==> src/rtl/eth_tx_frame_builder_if.sv <==
// TX frame builder bus: command side, TX RAM write port and driver request.
// The builder is the slave; the sequencer/driver/bench side is the master.
interface eth_tx_frame_builder_if #(
  parameter int ADDR_WIDTH = 9
);
  logic                  start;
  logic                  start_ready;
  logic [15:0]           status_in;
  logic [15:0]           seed_in;
  logic                  wr_en;
  logic [ADDR_WIDTH-1:0] wr_addr;
  logic [15:0]           wr_data;
  logic                  tx_req_n;
  logic [16:0]           tx_bytes;
  logic                  tx_busy;
  logic                  done;
  logic                  timeout_err;
  logic [15:0]           seq_num;

  modport master (
    output start, status_in, seed_in, tx_busy,
    input  start_ready, wr_en, wr_addr, wr_data,
    input  tx_req_n, tx_bytes, done, timeout_err,
    input  seq_num
  );

  modport slave (
    input  start, status_in, seed_in, tx_busy,
    output start_ready, wr_en, wr_addr, wr_data,
    output tx_req_n, tx_bytes, done, timeout_err,
    output seq_num
  );
endinterface

==> src/rtl/eth_tx_frame_builder.sv <==
// Writes a header/payload/XOR-checksum frame into the TX RAM, one word per
// clock, then requests transmission and follows the driver busy handshake.
module eth_tx_frame_builder #(
  parameter int          ADDR_WIDTH     = 9,
  parameter int          PAYLOAD_WORDS  = 16,
  parameter logic [15:0] MAGIC          = 16'hA55A,
  parameter int          TIMEOUT_CYCLES = 1000
) (
  input logic                  clk,
  input logic                  rst,
  eth_tx_frame_builder_if.slave bus
);

  localparam int N  = PAYLOAD_WORDS + 4;
  localparam int TW = $clog2(TIMEOUT_CYCLES + 1);
  localparam logic [ADDR_WIDTH-1:0] LAST =
    ADDR_WIDTH'(N - 1);
  localparam logic [TW-1:0] TMO_LAST =
    TW'(TIMEOUT_CYCLES - 1);

  typedef enum logic [1:0] {
    IDLE,
    WRITE,
    REQ,
    WAIT_DONE
  } state_t;

  state_t                state_q;
  logic [15:0]           status_q;
  logic [15:0]           seed_q;
  logic [15:0]           csum_q;
  logic [15:0]           seq_num_q;
  logic                  wr_en_q;
  logic [ADDR_WIDTH-1:0] wr_addr_q;
  logic [15:0]           wr_data_q;
  logic                  tx_req_n_q;
  logic                  done_q;
  logic                  tmo_err_q;
  logic [TW-1:0]         tmo_q;

  logic [ADDR_WIDTH-1:0] wr_addr_d;
  logic [15:0]           wr_data_d;
  logic [15:0]           csum_d;

  // Word for the next address; the checksum slot folds in the word now on
  // the port so it covers every earlier word.
  always_comb begin
    wr_addr_d = wr_addr_q + 1'b1;
    csum_d    = csum_q ^ wr_data_q;
    wr_data_d = seed_q + 16'(wr_addr_d) - 16'd3;
    unique case (1'b1)
      (wr_addr_d == ADDR_WIDTH'(1)): wr_data_d = seq_num_q;
      (wr_addr_d == ADDR_WIDTH'(2)): wr_data_d = status_q;
      (wr_addr_d == LAST):           wr_data_d = csum_d;
      default: ;
    endcase
  end

  always_ff @(posedge clk) begin
    if (rst) begin
      state_q    <= IDLE;
      status_q   <= '0;
      seed_q     <= '0;
      csum_q     <= '0;
      seq_num_q  <= '0;
      wr_en_q    <= 1'b0;
      wr_addr_q  <= '0;
      wr_data_q  <= '0;
      tx_req_n_q <= 1'b1;
      done_q     <= 1'b0;
      tmo_err_q  <= 1'b0;
      tmo_q      <= '0;
    end else begin
      done_q    <= 1'b0;
      tmo_err_q <= 1'b0;
      unique case (state_q)
        IDLE: begin
          if (bus.start) begin
            status_q  <= bus.status_in;
            seed_q    <= bus.seed_in;
            csum_q    <= '0;
            wr_en_q   <= 1'b1;
            wr_addr_q <= '0;
            wr_data_q <= MAGIC;
            state_q   <= WRITE;
          end
        end
        WRITE: begin
          if (wr_addr_q == LAST) begin
            wr_en_q    <= 1'b0;
            wr_addr_q  <= '0;
            wr_data_q  <= '0;
            tx_req_n_q <= 1'b0;
            tmo_q      <= '0;
            state_q    <= REQ;
          end else begin
            wr_addr_q <= wr_addr_d;
            wr_data_q <= wr_data_d;
            csum_q    <= csum_d;
          end
        end
        REQ: begin
          if (bus.tx_busy) begin
            state_q <= WAIT_DONE;
          end else if (tmo_q == TMO_LAST) begin
            tmo_err_q  <= 1'b1;
            tx_req_n_q <= 1'b1;
            state_q    <= IDLE;
          end else begin
            tmo_q <= tmo_q + 1'b1;
          end
        end
        WAIT_DONE: begin
          if (!bus.tx_busy) begin
            done_q     <= 1'b1;
            tx_req_n_q <= 1'b1;
            seq_num_q  <= seq_num_q + 16'd1;
            state_q    <= IDLE;
          end
        end
        default: state_q <= IDLE;
      endcase
    end
  end

  assign bus.start_ready = (state_q == IDLE);
  assign bus.wr_en       = wr_en_q;
  assign bus.wr_addr     = wr_addr_q;
  assign bus.wr_data     = wr_data_q;
  assign bus.tx_req_n    = tx_req_n_q;
  assign bus.tx_bytes    = 17'(2 * N);
  assign bus.done        = done_q;
  assign bus.timeout_err = tmo_err_q;
  assign bus.seq_num     = seq_num_q;

endmodule
==> src/flat_wrapper.sv <==
// flat-port wrapper written by rule: the top's interface ports become plain ports
module eth_tx_frame_builder_flat 
#(
  parameter int          ADDR_WIDTH     = 9,
  parameter int          PAYLOAD_WORDS  = 16,
  parameter logic [15:0] MAGIC          = 16'hA55A,
  parameter int          TIMEOUT_CYCLES = 1000
)
  (clk, rst, bus_start, bus_status_in, bus_seed_in, bus_tx_busy, bus_start_ready, bus_wr_en, bus_wr_addr, bus_wr_data, bus_tx_req_n, bus_tx_bytes, bus_done, bus_timeout_err, bus_seq_num);
  eth_tx_frame_builder_if #(.ADDR_WIDTH(ADDR_WIDTH)) bus_i ();
  input logic clk;
  input logic rst;
  input wire logic [$bits(bus_i.start)-1:0] bus_start;
  input wire logic [$bits(bus_i.status_in)-1:0] bus_status_in;
  input wire logic [$bits(bus_i.seed_in)-1:0] bus_seed_in;
  input wire logic [$bits(bus_i.tx_busy)-1:0] bus_tx_busy;
  output wire logic [$bits(bus_i.start_ready)-1:0] bus_start_ready;
  output wire logic [$bits(bus_i.wr_en)-1:0] bus_wr_en;
  output wire logic [$bits(bus_i.wr_addr)-1:0] bus_wr_addr;
  output wire logic [$bits(bus_i.wr_data)-1:0] bus_wr_data;
  output wire logic [$bits(bus_i.tx_req_n)-1:0] bus_tx_req_n;
  output wire logic [$bits(bus_i.tx_bytes)-1:0] bus_tx_bytes;
  output wire logic [$bits(bus_i.done)-1:0] bus_done;
  output wire logic [$bits(bus_i.timeout_err)-1:0] bus_timeout_err;
  output wire logic [$bits(bus_i.seq_num)-1:0] bus_seq_num;
  assign bus_i.start = bus_start;
  assign bus_i.status_in = bus_status_in;
  assign bus_i.seed_in = bus_seed_in;
  assign bus_i.tx_busy = bus_tx_busy;
  assign bus_start_ready = bus_i.start_ready;
  assign bus_wr_en = bus_i.wr_en;
  assign bus_wr_addr = bus_i.wr_addr;
  assign bus_wr_data = bus_i.wr_data;
  assign bus_tx_req_n = bus_i.tx_req_n;
  assign bus_tx_bytes = bus_i.tx_bytes;
  assign bus_done = bus_i.done;
  assign bus_timeout_err = bus_i.timeout_err;
  assign bus_seq_num = bus_i.seq_num;
  eth_tx_frame_builder #(.ADDR_WIDTH(ADDR_WIDTH), .PAYLOAD_WORDS(PAYLOAD_WORDS), .MAGIC(MAGIC), .TIMEOUT_CYCLES(TIMEOUT_CYCLES)) u_core (.clk(clk), .rst(rst), .bus(bus_i));
endmodule
==> config.mk <==
export PLATFORM = sky130hd
export DESIGN_NAME = eth_tx_frame_builder_flat
export DESIGN_NICKNAME = d
export VERILOG_FILES = /design/src/rtl/eth_tx_frame_builder_if.sv /design/src/rtl/eth_tx_frame_builder.sv /design/src/flat_wrapper.sv
export SDC_FILE = /design/constraint.sdc
export NUM_CORES = 1
export LEC_CHECK = 0
export CAP_MARGIN = 20
export CORE_MARGIN = 2
export CORE_UTILIZATION = 23
export DETAILED_ROUTE_END_ITERATION = 8
export PLACE_DENSITY_LB_ADDON = 0.1
export SLEW_MARGIN = 0
export SYNTH_ARGS = -nofsm -noshare
export SYNTH_HDL_FRONTEND = slang
export SYNTH_SLANG_ARGS = --single-unit
export TNS_END_PERCENT = 30
==> constraint.sdc <==
create_clock -name clk -period 6.6 [get_ports clk]
set_input_delay 1.32 -clock clk [delete_from_list [all_inputs] [get_ports clk]]
set_output_delay 1.32 -clock clk [all_outputs]
set_load 0.01 [all_outputs]
==> results.sh <==
export IMPL_synth_top_family_by_area="simple AND/OR/NAND/NOR gates"
export IMPL_end_kind="flop"
export IMPL_hold_slack_ns=0.463
export IMPL_yosysSeqAreaShare_pct=35.4
export IMPL_cts_tree="yes"
export IMPL_async_flop_share_pct=0
export IMPL_design_area_mm2=0.00725
export IMPL_synth_most_common_cell="nand2_1"
export IMPL_core_mm2=0.0253
export IMPL_multi_input_area_mm2=0.00349
export IMPL_clockBufferDepth=2
export IMPL_setup_viol=0
export IMPL_antenna_found_initial=0
export IMPL_nFillCells=2761
export IMPL_yosys_mux_area_fraction_pct=0.337
export IMPL_outcome="finished clean"
export IMPL_wire_per_inst_um=16.7
export IMPL_yosys_warnings=0
export IMPL_ctsHoldBuffers=0
export IMPL_sequentialPowerShare_pct=43.8
export IMPL_startpoint_type="flop"
export IMPL_synth_edff_count=0
export IMPL_cts_setup_buffers=0
export IMPL_synth_xor_area_share_pct=9.15
export IMPL_max_clock_freq_mhz=248
export IMPL_totalWireLength_mm=19.2
export IMPL_grt_start_max_net_pins=51
export IMPL_netlist_area_leader_share_pct=35.4
export IMPL_dieArea_mm2=0.0271
export IMPL_synthTopCellsByArea="dfxtp_1, nand2_1, a21oi_1, nor2_1, xnor2_1"
export IMPL_worst_ep_required_time_ns=6.85
export IMPL_cts_resized=0
export IMPL_grt_pass1_wl_mm=29.3
export IMPL_yosysTopAreaCell="dfxtp_1"
export IMPL_max_slew_margin_pct=30.8
export IMPL_synth_common_cells="nand2_1, dfxtp_1, nor2_1, a21oi_1, o21ai_0"
export IMPL_dpl_cell_area_mm2=0.00694
export IMPL_gp_congestion=0.765
export IMPL_yosys_area_share_simple_pct=23.3
export IMPL_grt_pass1_vias=5061
export IMPL_vias=5310
export IMPL_p_total_mw=1.56
export IMPL_fin_util_pct=28.7
export IMPL_synth_fa_ha_area_share_pct=5.19
export IMPL_drt_initial_drc_count=315
export IMPL_ff_latch_area_mm2=0.00210
export IMPL_grtUsageTotal_pct=14.4
export IMPL_skew_ns=0.0128
export IMPL_arrival_ns=4.28
export IMPL_clock_latency_ns=0.37
export IMPL_cts_inserted_buffers=9
export IMPL_synth_area_per_cell_um2=7.81
export IMPL_worst_ir_drop_vdd_mv=0.101
export IMPL_period_share_pct=61.1
export IMPL_pwr_density_cell_mw_per_mm2=215
export IMPL_cts_root_buf="clkbuf_16"
export IMPL_finalHoldViolCount=0
export IMPL_tightest_slew_ns=1.04
export IMPL_p_int_mw=1.09
export IMPL_initial_utilization_pct=23.5
export IMPL_drive_gt1_share_pct=4.78
export IMPL_p_switching_mw=0.467
export IMPL_overflow=0
export IMPL_syn_area_mm2=0.00593
export IMPL_path_max_fanout=12
export IMPL_drv_slew=0
export IMPL_p_clk_share_pct=37.6
export IMPL_dieWidth_um=165
export IMPL_crit_type="flop to flop"
export IMPL_comb_power_share_pct=18.6
export IMPL_clock_sinks=105
export IMPL_dp_hpwl_mm=13.9
export IMPL_synth_compound_area_share_pct=19.7
export IMPL_die_h_um=165
export IMPL_clk_pin_slew_ns=0.08
export IMPL_hold_path_class="flop to flop"
export IMPL_power_switching_share_pct=30.0
export IMPL_num_rows=58
export IMPL_h_tree_depth=3
export IMPL_post_synth_num_cell_types=65
export IMPL_drcViolationCount=0
export IMPL_io_buffer_count=81
export IMPL_firstDrtPassIters=5
export IMPL_fin_crit_ns=4.03
export IMPL_maxCapViolations=0
export IMPL_fin_tns_setup_ns=0
export IMPL_syn_to_final_growth_pct=22.2
export IMPL_antenna_cells=0
export IMPL_synthFlopType="dfxtp_1"
export IMPL_io_pins=99
export IMPL_nets=871
export IMPL_synth_cells=760
export IMPL_vias_per_cell=4.63
export IMPL_rsz0062_at_grt="no"
export IMPL_ys_ff_latch=105
export IMPL_drtAntennaViolNets=0
export IMPL_leakagePower_nw=2.65
## area by class of cell
cell class | instances | area share [%]
Sequential cell | 105 | 29.0
Tap cell | 330 | 5.70
Multi-Input combinational cell | 586 | 48.1
Timing Repair Buffer | 88 | 11.8
Inverter | 21 | 1.09
Clock inverter | 6 | 0.984
Clock buffer | 10 | 3.30
## registers in the layout, summed over array words and instances, names as in the netlist
| register | count |
|---|---|
| u_core.bus.wr_addr | 9 |
| u_core.bus.done | 1 |
| u_core.status_q | 16 |
| u_core.csum_q | 16 |
| u_core.bus.wr_en | 1 |
| u_core.state_q | 2 |
| u_core.seed_q | 16 |
| u_core.bus.seq_num | 16 |
| u_core.tmo_q | 10 |
| u_core.bus.tx_req_n | 1 |
| u_core.bus.wr_data | 16 |
| u_core.bus.timeout_err | 1 |
## final timing paths
path / to / slack, ns / depth (start not counted) / start
setup / recovery: u_core.bus.wr_data[14] / 2.57 / 13 / u_core.bus.wr_addr[0]
hold / removal: u_core.seed_q[2] / 0.46 / 2 / u_core.seed_q[2]
setup reg to reg: u_core.bus.wr_data[14] / 2.57 / 13 / u_core.bus.wr_addr[0]
hold reg to reg: u_core.seed_q[2] / 0.46 / 2 / u_core.seed_q[2]
## per-stage QoR
stage | setup WS (ns) | cells
finish | 2.57 | 1146
detailed placement | 2.59 | 1130
CTS | 2.58 | 1146
global route | 2.07 | 1146
floorplan | 2.89 | 775
global placement | 2.75 | 1130
## cells in the final DEF (no fill, tap or decap), types with 21 or more instances in the layout
master and instances:
nand2_1 111, dfxtp_1 105, nor2_1 95, clkdlybuf4s50_1 80, a21oi_1 77, o21ai_0 40, xnor2_1 33, xor2_1 29
ha_1 23, inv_1 21
## kinds of logic after synthesis
group / Yosys count
AOI/OAI and AO/OA: 183
xor gates and xnor gates: 62
adders and majority gates: 24
buffers and inverters: 84
DFF: 105
muxes: 2
other: 2
and+or+nand+nor: 298
## critical path: stages, from the launching register on
cell      delay, ns
dfxtp_1        0.59
ha_1           0.42
nand3_1        0.24
xnor2_1        0.46
nand2_1        0.10
nand2_1        0.08
ha_1           0.21
o21ai_0        0.13
o21a_1         0.21
o311ai_0       0.74
a21oi_1        0.19
xnor2_1        0.17
a221oi_1       0.28
o21ai_1        0.09
## per-layer routing
metal  track usage (%)  up-vias  share of wire [%]
li1                  -     2685                  -
met1              19.0     2502                 48
met2              24.0      106                 47
met3              2.51       17                3.4
met4              4.03        0                1.4
met5                 0        -                  0
## power by group through the flow
stage	logic (mW)	clock network (mW)	registers, mW
3_3_place_gp	0.296	0	0.697
5_1_grt	0.323	0.628	0.686
6_report	0.291	0.586	0.682
4_1_cts	0.295	0.608	0.682
2_1_floorplan	0.195	0	0.690
3_5_place_dp	0.293	0	0.697
Power figures use the tool's default switching activity.
